### src/rtl/alu_seq_pkg.sv
// Shared types for the ALU instruction sequencer: step encoding, instruction
// class, and opcode classification helpers.
package alu_seq_pkg;

    localparam int OP_W = 5;

    typedef enum logic [3:0] {
        S_IDLE,
        S_T0,
        S_T1,
        S_T2,
        S_DECODE,
        S_T3,
        S_T4,
        S_T5,
        S_T6,
        S_ILLEGAL
    } state_t;

    typedef enum logic [1:0] {
        K_BINARY,
        K_MULDIV,
        K_UNARY
    } kind_t;

    localparam logic [OP_W-1:0] OP_ADD  = 5'b00011;
    localparam logic [OP_W-1:0] OP_SUB  = 5'b00100;
    localparam logic [OP_W-1:0] OP_AND  = 5'b00101;
    localparam logic [OP_W-1:0] OP_OR   = 5'b00110;
    localparam logic [OP_W-1:0] OP_SHR  = 5'b00111;
    localparam logic [OP_W-1:0] OP_SHRA = 5'b01000;
    localparam logic [OP_W-1:0] OP_SHL  = 5'b01001;
    localparam logic [OP_W-1:0] OP_ROR  = 5'b01010;
    localparam logic [OP_W-1:0] OP_ROL  = 5'b01011;
    localparam logic [OP_W-1:0] OP_MUL  = 5'b01111;
    localparam logic [OP_W-1:0] OP_DIV  = 5'b10000;
    localparam logic [OP_W-1:0] OP_NEG  = 5'b10001;
    localparam logic [OP_W-1:0] OP_NOT  = 5'b10010;

    function automatic logic is_binary(input logic [OP_W-1:0] op);
        return op inside {OP_ADD, OP_SUB, OP_AND, OP_OR, OP_SHR,
                          OP_SHRA, OP_SHL, OP_ROR, OP_ROL};
    endfunction

    function automatic logic is_muldiv(input logic [OP_W-1:0] op);
        return op inside {OP_MUL, OP_DIV};
    endfunction

    function automatic logic is_unary(input logic [OP_W-1:0] op);
        return op inside {OP_NEG, OP_NOT};
    endfunction

endpackage

### src/rtl/reg_onehot_dec.sv
// Register index to one-hot select; indices beyond NUM_REGS-1 select nothing.
module reg_onehot_dec #(
    parameter int NUM_REGS = 16,
    parameter int IDX_W    = $clog2(NUM_REGS)
) (
    input  logic                en,
    input  logic [IDX_W-1:0]    idx,
    output logic [NUM_REGS-1:0] onehot
);

    always_comb begin
        onehot = '0;
        for (int i = 0; i < NUM_REGS; i++) begin
            onehot[i] = en && (idx == IDX_W'(i));
        end
    end

endmodule

### src/rtl/alu_op_sequencer.sv
// T0..T6 control-strobe sequencer for register-register ALU instructions.
// Optional macro SEQ_SINGLE_STEP_EN adds a Step input gating every non-idle step.
module alu_op_sequencer
    import alu_seq_pkg::*;
#(
    parameter int NUM_REGS  = 16,
    parameter int WORD_W    = 32,
    parameter int OPCODE_W  = 5,
    parameter int REG_IDX_W = $clog2(NUM_REGS)
) (
    input  logic                Clock,
    input  logic                Clear_n,
    input  logic                Start,
    input  logic                Mem_ready,
`ifdef SEQ_SINGLE_STEP_EN
    input  logic                Step,
`endif
    input  logic [WORD_W-1:0]   IR,
    output logic                PCout,
    output logic                MARin,
    output logic                IncPC,
    output logic                Zin,
    output logic                PCin,
    output logic                Read,
    output logic                MDRin,
    output logic                MDRout,
    output logic                IRin,
    output logic                Yin,
    output logic                Zlowout,
    output logic                Zhighout,
    output logic                HIin,
    output logic                LOin,
    output logic [NUM_REGS-1:0] Rin,
    output logic [NUM_REGS-1:0] Rout,
    output logic [OPCODE_W-1:0] Alu_op,
    output logic                Busy,
    output logic                Done,
    output logic                Illegal
);

    localparam int LOW_W = WORD_W - OPCODE_W - 3 * REG_IDX_W;

    state_t                 state;
    kind_t                  kind;
    logic                   pc_first;
    logic                   advance;
    logic [OPCODE_W-1:0]    opcode;
    logic [OP_W-1:0]        op5;
    logic [REG_IDX_W-1:0]   ra;
    logic [REG_IDX_W-1:0]   rb;
    logic [REG_IDX_W-1:0]   rc;
    logic                   rin_en;
    logic                   rout_en;
    logic [REG_IDX_W-1:0]   rin_idx;
    logic [REG_IDX_W-1:0]   rout_idx;
    logic                   unused_ir_bits;

    assign opcode = IR[WORD_W-1 -: OPCODE_W];
    assign ra     = IR[WORD_W-1-OPCODE_W -: REG_IDX_W];
    assign rb     = IR[WORD_W-1-OPCODE_W-REG_IDX_W -: REG_IDX_W];
    assign rc     = IR[WORD_W-1-OPCODE_W-2*REG_IDX_W -: REG_IDX_W];
    assign op5    = OP_W'(opcode);
    assign unused_ir_bits = ^IR[LOW_W-1:0];

`ifdef SEQ_SINGLE_STEP_EN
    assign advance = Step;
`else
    assign advance = 1'b1;
`endif

    // The instruction class is latched at DECODE so later steps need not re-decode.
    always_ff @(posedge Clock or negedge Clear_n) begin
        if (!Clear_n) begin
            state    <= S_IDLE;
            kind     <= K_BINARY;
            pc_first <= 1'b0;
        end else begin
            pc_first <= 1'b0;
            case (state)
                S_IDLE:   if (Start) state <= S_T0;
                S_T0: begin
                    if (advance) begin
                        state    <= S_T1;
                        pc_first <= 1'b1;
                    end
                end
                S_T1:     if (advance && Mem_ready) state <= S_T2;
                S_T2:     if (advance) state <= S_DECODE;
                S_DECODE: begin
                    if (advance) begin
                        if (is_muldiv(op5)) begin
                            kind  <= K_MULDIV;
                            state <= S_T3;
                        end else if (is_unary(op5)) begin
                            kind  <= K_UNARY;
                            state <= S_T4;
                        end else if (is_binary(op5)) begin
                            kind  <= K_BINARY;
                            state <= S_T3;
                        end else begin
                            state <= S_ILLEGAL;
                        end
                    end
                end
                S_T3:     if (advance) state <= S_T4;
                S_T4:     if (advance) state <= S_T5;
                S_T5:     if (advance) state <= (kind == K_MULDIV) ? S_T6 : S_IDLE;
                S_T6:     if (advance) state <= S_IDLE;
                // Illegal is a single-cycle flag even when single-stepping.
                S_ILLEGAL: state <= S_IDLE;
                default:   state <= S_IDLE;
            endcase
        end
    end

    always_comb begin
        {PCout, MARin, IncPC, Zin, PCin, Read, MDRin, MDRout,
         IRin, Yin, Zlowout, Zhighout, HIin, LOin} = '0;
        rin_en   = 1'b0;
        rout_en  = 1'b0;
        rin_idx  = ra;
        rout_idx = rb;
        Alu_op   = '0;
        Busy     = (state != S_IDLE);
        Done     = 1'b0;
        Illegal  = 1'b0;
        case (state)
            S_T0: begin
                PCout = 1'b1;
                MARin = 1'b1;
                IncPC = 1'b1;
                Zin   = 1'b1;
            end
            S_T1: begin
                Zlowout = 1'b1;
                PCin    = pc_first;
                Read    = 1'b1;
                MDRin   = 1'b1;
            end
            S_T2: begin
                MDRout = 1'b1;
                IRin   = 1'b1;
            end
            S_T3: begin
                Yin      = 1'b1;
                rout_en  = 1'b1;
                rout_idx = (kind == K_MULDIV) ? ra : rb;
            end
            S_T4: begin
                Zin      = 1'b1;
                Alu_op   = opcode;
                rout_en  = 1'b1;
                rout_idx = (kind == K_BINARY) ? rc : rb;
            end
            S_T5: begin
                Zlowout = 1'b1;
                if (kind == K_MULDIV) begin
                    LOin = 1'b1;
                end else begin
                    rin_en = 1'b1;
                    Done   = 1'b1;
                end
            end
            S_T6: begin
                Zhighout = 1'b1;
                HIin     = 1'b1;
                Done     = 1'b1;
            end
            S_ILLEGAL: Illegal = 1'b1;
            default: ;
        endcase
    end

    reg_onehot_dec #(.NUM_REGS(NUM_REGS), .IDX_W(REG_IDX_W)) u_rin_dec (
        .en     (rin_en),
        .idx    (rin_idx),
        .onehot (Rin)
    );

    reg_onehot_dec #(.NUM_REGS(NUM_REGS), .IDX_W(REG_IDX_W)) u_rout_dec (
        .en     (rout_en),
        .idx    (rout_idx),
        .onehot (Rout)
    );

endmodule

### config.mk
export PLATFORM = sky130hd
export DESIGN_NAME = alu_op_sequencer
export DESIGN_NICKNAME = d
export VERILOG_FILES = /design/src/rtl/alu_seq_pkg.sv /design/src/rtl/reg_onehot_dec.sv /design/src/rtl/alu_op_sequencer.sv
export SDC_FILE = /design/constraint.sdc
export NUM_CORES = 1
export LEC_CHECK = 0
export BUFFER_PORTS_ARGS = -buffer_cell sky130_fd_sc_hd__buf_2
export CORE_AREA = 2 2 55 57
export CTS_CLUSTER_SIZE = 20
export DETAILED_ROUTE_END_ITERATION = 10
export DIE_AREA = 0 0 57 59
export PLACE_DENSITY = 0.77
export SLEW_MARGIN = 20
export SYNTH_ARGS = -nofsm -noshare
export SYNTH_HDL_FRONTEND = slang
export SYNTH_HIERARCHICAL = 1
export SYNTH_SLANG_ARGS = --single-unit
### constraint.sdc
create_clock -name Clock -period 2.9 [get_ports Clock]
set_input_delay 0.725 -clock Clock [delete_from_list [all_inputs] [get_ports Clock]]
set_output_delay 0.725 -clock Clock [all_outputs]
set_load 0.05 [all_outputs]
==> results of run 1 <==
-- synth_stat cells --
| cell | n |
|---|---|
| nor2_1 | 34 |
| nor3_1 | 14 |
| nand2_1 | 13 |
| nand2b_1 | 10 |
| a21oi_1 | 9 |
| dfrtp_1 | 7 |
| and3_1 | 6 |
| buf_4 | 6 |
| o21ai_0 | 5 |
| a221o_1 | 4 |
| nand3b_1 | 4 |
| nand3_1 | 3 |
| nor2b_1 | 3 |
| a211oi_1 | 2 |
| clkbuf_1 | 2 |
| mux2i_1 | 2 |
| nor3_2 | 2 |
| nor3b_1 | 2 |
| o2bb2ai_1 | 2 |
| or3b_4 | 2 |
| xor2_1 | 2 |
| a21o_1 | 1 |
| a311o_1 | 1 |
| a311oi_1 | 1 |
| buf_1 | 1 |
| buf_2 | 1 |
| o211a_1 | 1 |
| o211ai_1 | 1 |
| o21ai_1 | 1 |
| o22a_1 | 1 |
| or2_0 | 1 |
| or2_1 | 1 |
| or4b_4 | 1 |
-- how the worst max path moves through the flow --
stage                         end  slack, ns
after floorplan           Rout[1]      -0.11
after global placement    Rout[0]       0.08
after detailed placement  Rout[0]       0.07
after CTS                 Rout[0]      -0.03
after global routing      Rout[1]      -0.08
final                     Rout[1]       0.05
-- metal layers --
metal / part of all wire (%) / track usage (%) / up-vias
met5: 0 / 0 / -
met4: 1.7 / 7.97 / 0
met3: 5.3 / 1.53 / 6
met2: 55 / 34.6 / 49
met1: 38 / 22.3 / 645
li1: - / - / 704
-- sequential cells by signal, indices dropped and copies added (netlist names) --
register	flops
kind	2
state	4
pc_first	1
-- placed cells by master, fill, tap and decap left out, types with 6 or more instances in the layout --
cell,n
a21oi_1,8
and3_1,6
buf_2,56
buf_4,32
buf_6,8
nand2_1,11
nand2b_1,6
nor2_1,28
nor2_2,6
nor3_2,13
-- cell type report --
class,instances,area (µm²)
fill,239,978
timing repair buffer,98,626
clock inverter,1,5.00
sequential,7,178
tap,31,38.8
clock buffer,3,22.5
multi-input combinational,129,862
-- worst max-delay path, delay by kind of cell, from the launching register on --
| family | cells | cell delay [ns] |
|---|---|---|
| AO/OA/AOI/OAI | 2 | 0.33 |
| AND/OR/NAND/NOR | 4 | 0.82 |
| buffers and inverters | 2 | 0.33 |
| flip-flops | 1 | 0.39 |
-- logic make-up after synthesis --
group                  Yosys count
buffers and inverters           10
AO/OA/AOI/OAI                   29
multiplexers                     2
XOR/XNOR                         2
AND/OR/NAND/NOR                 96
flip-flops                       7
-- repair_timing --
action / CTS / global route
hold buffers: 0 / 0
endpoints found under the setup margin: 13 / 32
cloned: 0 / 0
setup buffers: 8 / 4
gates resized for setup: 11 / 48
pin swaps: 4 / 5
-- power breakdown --
group	internal (µW)	switching (µW)
clock	50.8	44.0
sequential	137	39.6
combinational	435	780
-- through the flow --
stage                     total power, µW  cells
after detailed placement             1190    253
final                                1490    269
after global placement               1180    253
after global routing                 1590    269
after CTS                            1400    265
after floorplan                       960    146
==> metrics.txt, run 1 <==
peak supply drop approximately 0.00068 V; Critical Path, Cell by Cell buf_6 > nor2b_2 > nand2_2 > a21oi_1 > a221o_1 > or3b_4 > nor2_1 > buf_4; main combinational cell family by area after synthesis simple AND/OR/NAND/NOR gates; H-tree levels 1; total wire length 3420 µm; Synth area leaders dfrtp_1 (18%), nor2_1 (13%), nor3_1 (7.2%); number of vias per cell between 5 and 6; dpl cell area between 0.001 and 0.0015 mm²; Max clock buf depth 2; share of cells above drive strength 1 just under 60%; gpl congestion around 0.83; worst-skew pair later-pin latency 0.27 ns; vias in the first global route about 1200; initial core utilization 35.7%; pre-CTS setup slack 0.0665 ns; r2r setup slk roughly 0.97 ns; Lkg Pwr roughly 0.00089 µW; drt initial violations roughly 120; CP Class reg -> out; CTS tree yes; clock-pin slew on the worst setup and hold paths 0.06 ns; NumNets Final between 200 and 300; Area growth, synth to finish 78.8%; worst min path class in -> async; 1st-pass router iterations 4; Synth Area in Compound Gates between 20% and 30%; r2r startpoint state[0]$_DFFE_PN0P_; worst path required time between 2 and 2.5 ns; Post-Synth Adder-Cell Area 0%; Synth Area in XOR/XNOR between 1.5 and 2%; Slew @ Worst Pin between 0.4 and 0.5 ns; max_cap viols 0; sequential share of the synthesized area between 15 and 20%; CTS Buf Count 3; Syn Nets 182; mux share of post-synthesis cell area between 2 and 2.5%; slew margin rel. just under 70%; Slowest-stage cell, CP or3b_4; Worst setup SP type flip-flop; first-pass GRT wire length between 5000 and 6000 µm; Max stage delay on crit path between 0.4 and 0.5 ns; final core occ 63.9%; num ports 90; FF-to-FF path depth 6; GRT Util Overall between 10% and 20%; min cycle time layout approximately 2.8 ns; total gr overflow 0; Syn Area/Cell around 6.6 µm²; DP HPWL 2310 µm; Slew Limit Fails 0; final instance area ~0.0017 mm²; Setup Viol. Count Final 0; drt drc 0; Chip Width roughly 57 µm; Synth Instances approximately 150; status finished, final reports clean; crit share post-route ~100%; root buffer cell clkbuf_4; Vias 1404; diode count 0; Antenna Nets Post-Route 0; number of port buffers 74; core area approximately 0.0027 mm²; initial antenna violation count 0; Setup Skew ~0.011 ns; leading area contributor after synthesis dfrtp_1; hold_ws 0.284 ns; power density cells 859 mW/mm²; critical path capture point type output port; worst setup path startpoint state[1]$_DFFE_PN0P_; final hold vios 0; cell area after synthesis just under 0.001 mm²; Worst Path Arrival between 2 and 2.5 ns; reg-to-reg endpoint kind[1]$_DFFE_PN0P_; post-synthesis simple-gate area fraction 51.0%; Peak Freq 351 MHz; Critical Path Fanout Max 4; Synth warnings 6; die area around 0.0034 mm²; routed wire length per instance 12.7 µm; largest net degree at the start of global routing 16; Final TNS setup 0 ns; unrepaired setup endpoints after global routing true; CTS Sinks 7; Die Y 59 µm; PnR worst setup slack about 0.052 ns; Unique masters post-synth 33; FP Rows 19; top cell type's share of synthesized area a little under a fifth; #FFs+latches synth 7
Note: power is estimated with default switching activity, not from simulation.
==> run 2: changes to the inputs <==
--- a/config.mk
+++ b/config.mk
@@ -7,6 +7,7 @@
 export LEC_CHECK = 0
 export BUFFER_PORTS_ARGS = -buffer_cell sky130_fd_sc_hd__buf_2
 export CORE_AREA = 2 2 55 57
+export CTS_BUF_LIST = sky130_fd_sc_hd__clkbuf_16
 export CTS_CLUSTER_SIZE = 20
 export DETAILED_ROUTE_END_ITERATION = 10
 export DIE_AREA = 0 0 57 59
==> metrics.txt, run 2 (same netlist as run 1, synthesis figures left out) <==
r2r startpoint state[0]$_DFFE_PN0P_; worst path required time 2.17 ns; Slew Limit Fails 0; Die Y between 50 and 60 µm; max_cap viols 0; unrepaired setup endpoints after global routing true; Final TNS setup 0 ns; diode count 0; largest net degree at the start of global routing 16; die area roughly 0.0034 mm²; FP Rows 19; Largest register FFs 4; dpl cell area around 0.0015 mm²; crit share post-route just under 100%; num ports 90; CTS Sinks 7; CTS Buf Count 3; vias in the first global route roughly 1200; Area growth, synth to finish 82.7%; number of vias per cell roughly 5.2; min cycle time layout ~2.9 ns; CP Class reg -> out; critical path capture point type output port; DP HPWL 2310 µm; initial antenna violation count 0; worst-skew pair later-pin latency approximately 0.23 ns; first-pass GRT wire length roughly 5100 µm; H-tree levels 1; GRT Util Overall between 10% and 20%; slew margin rel. around two thirds; Top reg by flops state; commonest non-fill, non-tap cell in the layout buf_2; total wire length about 3300 µm; Critical Path Fanout Max 8; reg-to-reg endpoint kind[0]$_DFFE_PN0P_; Setup Skew 0.00483 ns; NumNets Final about 270; hold_buf cts 0; routed wire length per instance roughly 12 µm; clock-pin slew on the worst setup and hold paths approximately 0.040 ns; drt initial violations 45; Vias roughly 1400; Slew @ Worst Pin between 0.4 and 0.5 ns; pre-CTS setup slack 0.0665 ns; r2r setup slk between 1 and 1.5 ns; initial core utilization a little over a third; 1st-pass router iterations 4; final hold vios 0; Worst Path Arrival 2.15 ns; peak supply drop approximately 0.00086 V; commonest cells after routing, fill and taps aside buf_2 (58), nor2_1 (27), buf_4 (23), nor3_2 (13), nand2_1 (12); root buffer cell clkbuf_16; final instance area 0.00177 mm²; Peak Freq 348 MHz; CTS tree yes; share of cells above drive strength 1 57.3%; biggest regs state x4, kind x2, pc_first x1; Chip Width between 50 and 60 µm; drt drc 0; Antenna Nets Post-Route 0; status finished, final reports clean; PnR worst setup slack 0.0241 ns; Max clock buf depth 2; total gr overflow 0; Lkg Pwr 0.000896 µW; gpl congestion approximately 0.83; FF-to-FF path depth 6; core area 0.00271 mm²; power density cells ~900 mW/mm²; Setup Viol. Count Final 0; Worst setup SP type flip-flop; worst min path class in -> async; number of port buffers between 70 and 80
==> run 2: changes by cell type in the layout (fill, tap and decap cells not counted), sizes merged <==
cell and change:
buf -3, clkbuf -1
==> run 2: layout make-up <==
type	count	area, µm²
multi-input combinational	129	863
timing repair buffer	94	609
tap	31	38.8
fill	228	941
clock buffer	3	75.1
clock inverter	1	5.00
sequential	7	178
==> run 2: per-stage QoR <==
stage                     total power [µW]  hold WS [ns]  utilization (%)  std cells
after global placement                1180         0.569             54.0        253
after global routing                  1700         0.326             65.3        265
after CTS                             1540         0.327             60.5        264
after floorplan                        960         0.429                -        146
after detailed placement              1190         0.573             54.0        253
final                                 1600         0.323             65.3        265
==> run 2: worst max path at each step <==
stage | startpoint | end | cells after the start
final | kind[0]$_DFFE_PN0P_ | Rout[0] | 7
after global placement | IR[21] | Rout[0] | 7
after floorplan | state[1]$_DFFE_PN0P_ | Rout[1] | 6
after CTS | state[0]$_DFFE_PN0P_ | Rout[0] | 7
after detailed placement | IR[21] | Rout[0] | 7
after global routing | state[1]$_DFFE_PN0P_ | Rout[0] | 7
==> run 2: critical path: stages, from the launching register on <==
cell      delay (ns)
dfrtp_2         0.45
nand2b_4        0.08
o21ai_2         0.15
nand2_1         0.12
a221o_1         0.35
or3b_4          0.44
nor3_4          0.14
buf_6           0.18
==> run 2: routing by layer <==
layer  vias to the layer above  share of wire [%]  track usage (%)
met1                       625                 38             22.1
met5                         -                  0                0
met2                        57                 54             35.5
met4                         0                1.1             6.31
met3                         6                6.6             2.18
li1                        694                  -                -
==> run 2: what timing repair did <==
item                       in CTS  in global routing
hold endpoints to repair        0                  0
setup endpoints to repair       8                 29
setup buffers                   7                  1
resized for setup              11                 50
pin swaps                       4                  6
==> run 2: report_power, final <==
part	switching [µW]	internal, µW
registers	38.7	137
logic	776	407
clock network	57.5	181
==> run 3: changes to the inputs <==
--- a/config.mk
+++ b/config.mk
@@ -6,14 +6,12 @@
 export NUM_CORES = 1
 export LEC_CHECK = 0
 export BUFFER_PORTS_ARGS = -buffer_cell sky130_fd_sc_hd__buf_2
-export CORE_AREA = 2 2 55 57
+export CORE_AREA = 2 2 57 59
 export CTS_BUF_LIST = sky130_fd_sc_hd__clkbuf_16
 export CTS_CLUSTER_SIZE = 20
 export DETAILED_ROUTE_END_ITERATION = 10
-export DIE_AREA = 0 0 57 59
+export DIE_AREA = 0 0 59 61
 export PLACE_DENSITY = 0.77
-export SLEW_MARGIN = 20
 export SYNTH_ARGS = -nofsm -noshare
 export SYNTH_HDL_FRONTEND = slang
-export SYNTH_HIERARCHICAL = 1
 export SYNTH_SLANG_ARGS = --single-unit
==> metrics.txt, run 3 <==
Lkg Pwr around 0.0011 µW; worst min path class in -> async; cell area after synthesis about 0.0011 mm²; fillers between 200 and 250; Synth Instances roughly 170; Critical Path Fanout Max 6; routed wire length per instance roughly 17 µm; placed cell count 289; top cell type's share of synthesized area between 10% and 20%; initial core utilization 37.2%; 1st-pass router iterations 4; diode count 0; Critical Path, Cell by Cell or3b_1 > a211o_1 > a222oi_1 > buf_4 > o21ai_2 > nor3_4 > buf_6; final total power around 2200 µW; gpl congestion slightly below 0.9; Final TNS setup -4.28 ns; Synth area leaders dfrtp_1 (16%), nor3_1 (12%), nor2_1 (9.2%); final hold vios 0; Largest register FFs 4; total gr overflow 0; Top reg by flops state; Synth warnings 0; die area ~0.0036 mm²; final core occ around three quarters; GRT Util Overall roughly a quarter; top-count cell post-synth nor2_1; peak supply drop between 0.0006 and 0.0007 V; pre-CTS setup slack -0.268 ns; commonest cells after routing, fill and taps aside buf_2 (55), buf_4 (31), nor2_1 (23), buf_6 (20), nor3_4 (11); min cycle time layout 3.26 ns; Slew @ Worst Pin approximately 0.43 ns; Chip Width 59 µm; Syn Area/Cell 6.67 µm²; commonest cells in the netlist nor2_1 (27), nor3_1 (26), nand2_1 (11), nand2b_1 (9), dfrtp_1 (7); CP Class reg -> out; Die Y between 60 and 70 µm; largest net degree at the start of global routing 18; Max clock buf depth 2; commonest non-fill, non-tap cell in the layout buf_2; Max stage delay on crit path between 0.4 and 0.5 ns; num ports 90; FF-to-FF path depth 4; clock-pin slew on the worst setup and hold paths 0.04 ns; top_reg_cell synth dfrtp_1; Finished Layout Cells 298; asr flop ratio synth between 90% and 100%; number of port buffers 74; share of cells above drive strength 1 approximately three fifths; Worst Path Arrival ~2.5 ns; crit share post-route 112%; vias in the first global route around 1500; slew margin rel. a little under three quarters; CTS Buf Count 3; Setup Viol. Count Final 16; drt initial violations about 190; Unique masters post-synth 45; PnR worst setup slack -0.356 ns; critical path capture point type output port; max_cap viols 0; CTS Sinks 7; status finished with violations; first-pass GRT wire length 7040 µm; violated checks negative setup slack; Peak Freq approximately 300 MHz; total wire length between 5000 and 6000 µm; Vias about 1700; DP HPWL approximately 3100 µm; Syn Nets between 200 and 250; power density cells about 1000 mW/mm²; Antenna Nets Post-Route 0; worst path required time between 2 and 2.5 ns; unrepaired setup endpoints after global routing true; Area growth, synth to finish 100%; initial antenna violation count 0; #FFs+latches synth 7; Slowest-stage cell, CP a222oi_1; Setup Skew ~0.00027 ns; leading area contributor after synthesis dfrtp_1; drt drc 0; core area around 0.0030 mm²; number of vias per cell 5.72; CTS tree yes; worst-skew pair later-pin latency between 0.2 and 0.25 ns; FP Rows 20; H-tree levels 1; Worst setup SP type flip-flop; NumNets Final between 300 and 400; sequential share of the synthesized area about 16%; Slew Limit Fails 0; root buffer cell clkbuf_16; biggest regs state x4, kind x2, pc_first x1; number of enable flip-flop cells after synthesis 0
## run 3: cell types whose count changed in the layout (fill, tap and decap cells not counted), moves of 4 or more
cell	before	now
nor2_1	27	23
inv_1	0	4
and2_1	0	4
nor2_2	6	1
buf_4	23	31
nor3_4	1	11
or2_2	0	4
and3_1	6	2
buf_6	11	20
## run 3: worst max-delay path: cells and delay by family, from the launching register on
kind / cells / cell delay [ns]
AOI/OAI and AO/OA: 3 / 0.90
and+or+nand+nor: 2 / 0.57
buffers and inverters: 2 / 0.43
DFF: 1 / 0.38
## run 3: area by class of cell
type	instances	area, µm²	share of cell area, %
Clock buffer	3	75.1	3.41
Clock inverter	1	3.75	0.170
Inverter	3	11.3	0.511
Multi-Input combinational cell	142	1130	51.2
Sequential cell	7	175	7.95
Tap cell	33	41.3	1.88
Timing Repair Buffer	109	768	34.9
## run 3: timing repair
| item | CTS | global route |
|---|---|---|
| setup endpoints to repair | 16 | 19 |
| buffers inserted | 4 | 1 |
| pin swaps | 6 | 4 |
| gates resized for setup | 45 | 17 |
| hold buffers | 0 | 0 |
## run 3: worst paths after layout
kind / to / slack [ns] / start
setup / recovery: Rout[10] / -0.36 / state[0]$_DFFE_PN0P_
min in group Clock: state[2]$_DFFE_PN0P_ / 0.65 / state[3]$_DFFE_PN0P_
hold reg to reg: state[2]$_DFFE_PN0P_ / 0.65 / state[3]$_DFFE_PN0P_
max in group asynchronous: state[2]$_DFFE_PN0P_ / 2.43 / Clear_n
setup reg to reg: state[0]$_DFFE_PN0P_ / 1.60 / state[2]$_DFFE_PN0P_
hold / removal: kind[0]$_DFFE_PN0P_ / 0.31 / Clear_n
## run 3: stage by stage
step	cell area (µm²)	hold WS, ns
floorplan	1270	0.429
global placement	1850	0.563
detailed placement	1850	0.565
CTS	2120	0.318
global route	2200	0.324
finish	2200	0.314
## run 3: power breakdown
| part | switching [µW] | total, µW | internal (µW) | leakage (µW) |
|---|---|---|---|---|
| clock network | 60.6 | 241 | 180 | 0.0000423 |
| registers | 39.7 | 182 | 142 | 0.0000904 |
| logic | 1140 | 1810 | 662 | 0.000945 |
| total | 1250 | 2230 | 984 | 0.00108 |
## run 3: logic make-up after synthesis
group | synth area share, %
AO/OA/AOI/OAI | 19.0
XOR/XNOR | 1.59
buffers and inverters | 7.85
flip-flops | 15.9
multiplexers | 3.75
AND/OR/NAND/NOR | 51.9
## run 3: per-layer routing
metal / global-route usage [%] / wire [µm] / up-vias
li1: - / - / 795
met1: 28.9 / 1850 / 799
met2: 47.9 / 2660 / 95
met3: 2.99 / 341 / 15
met4: 12.7 / 180 / 0
met5: 0 / 0 / -
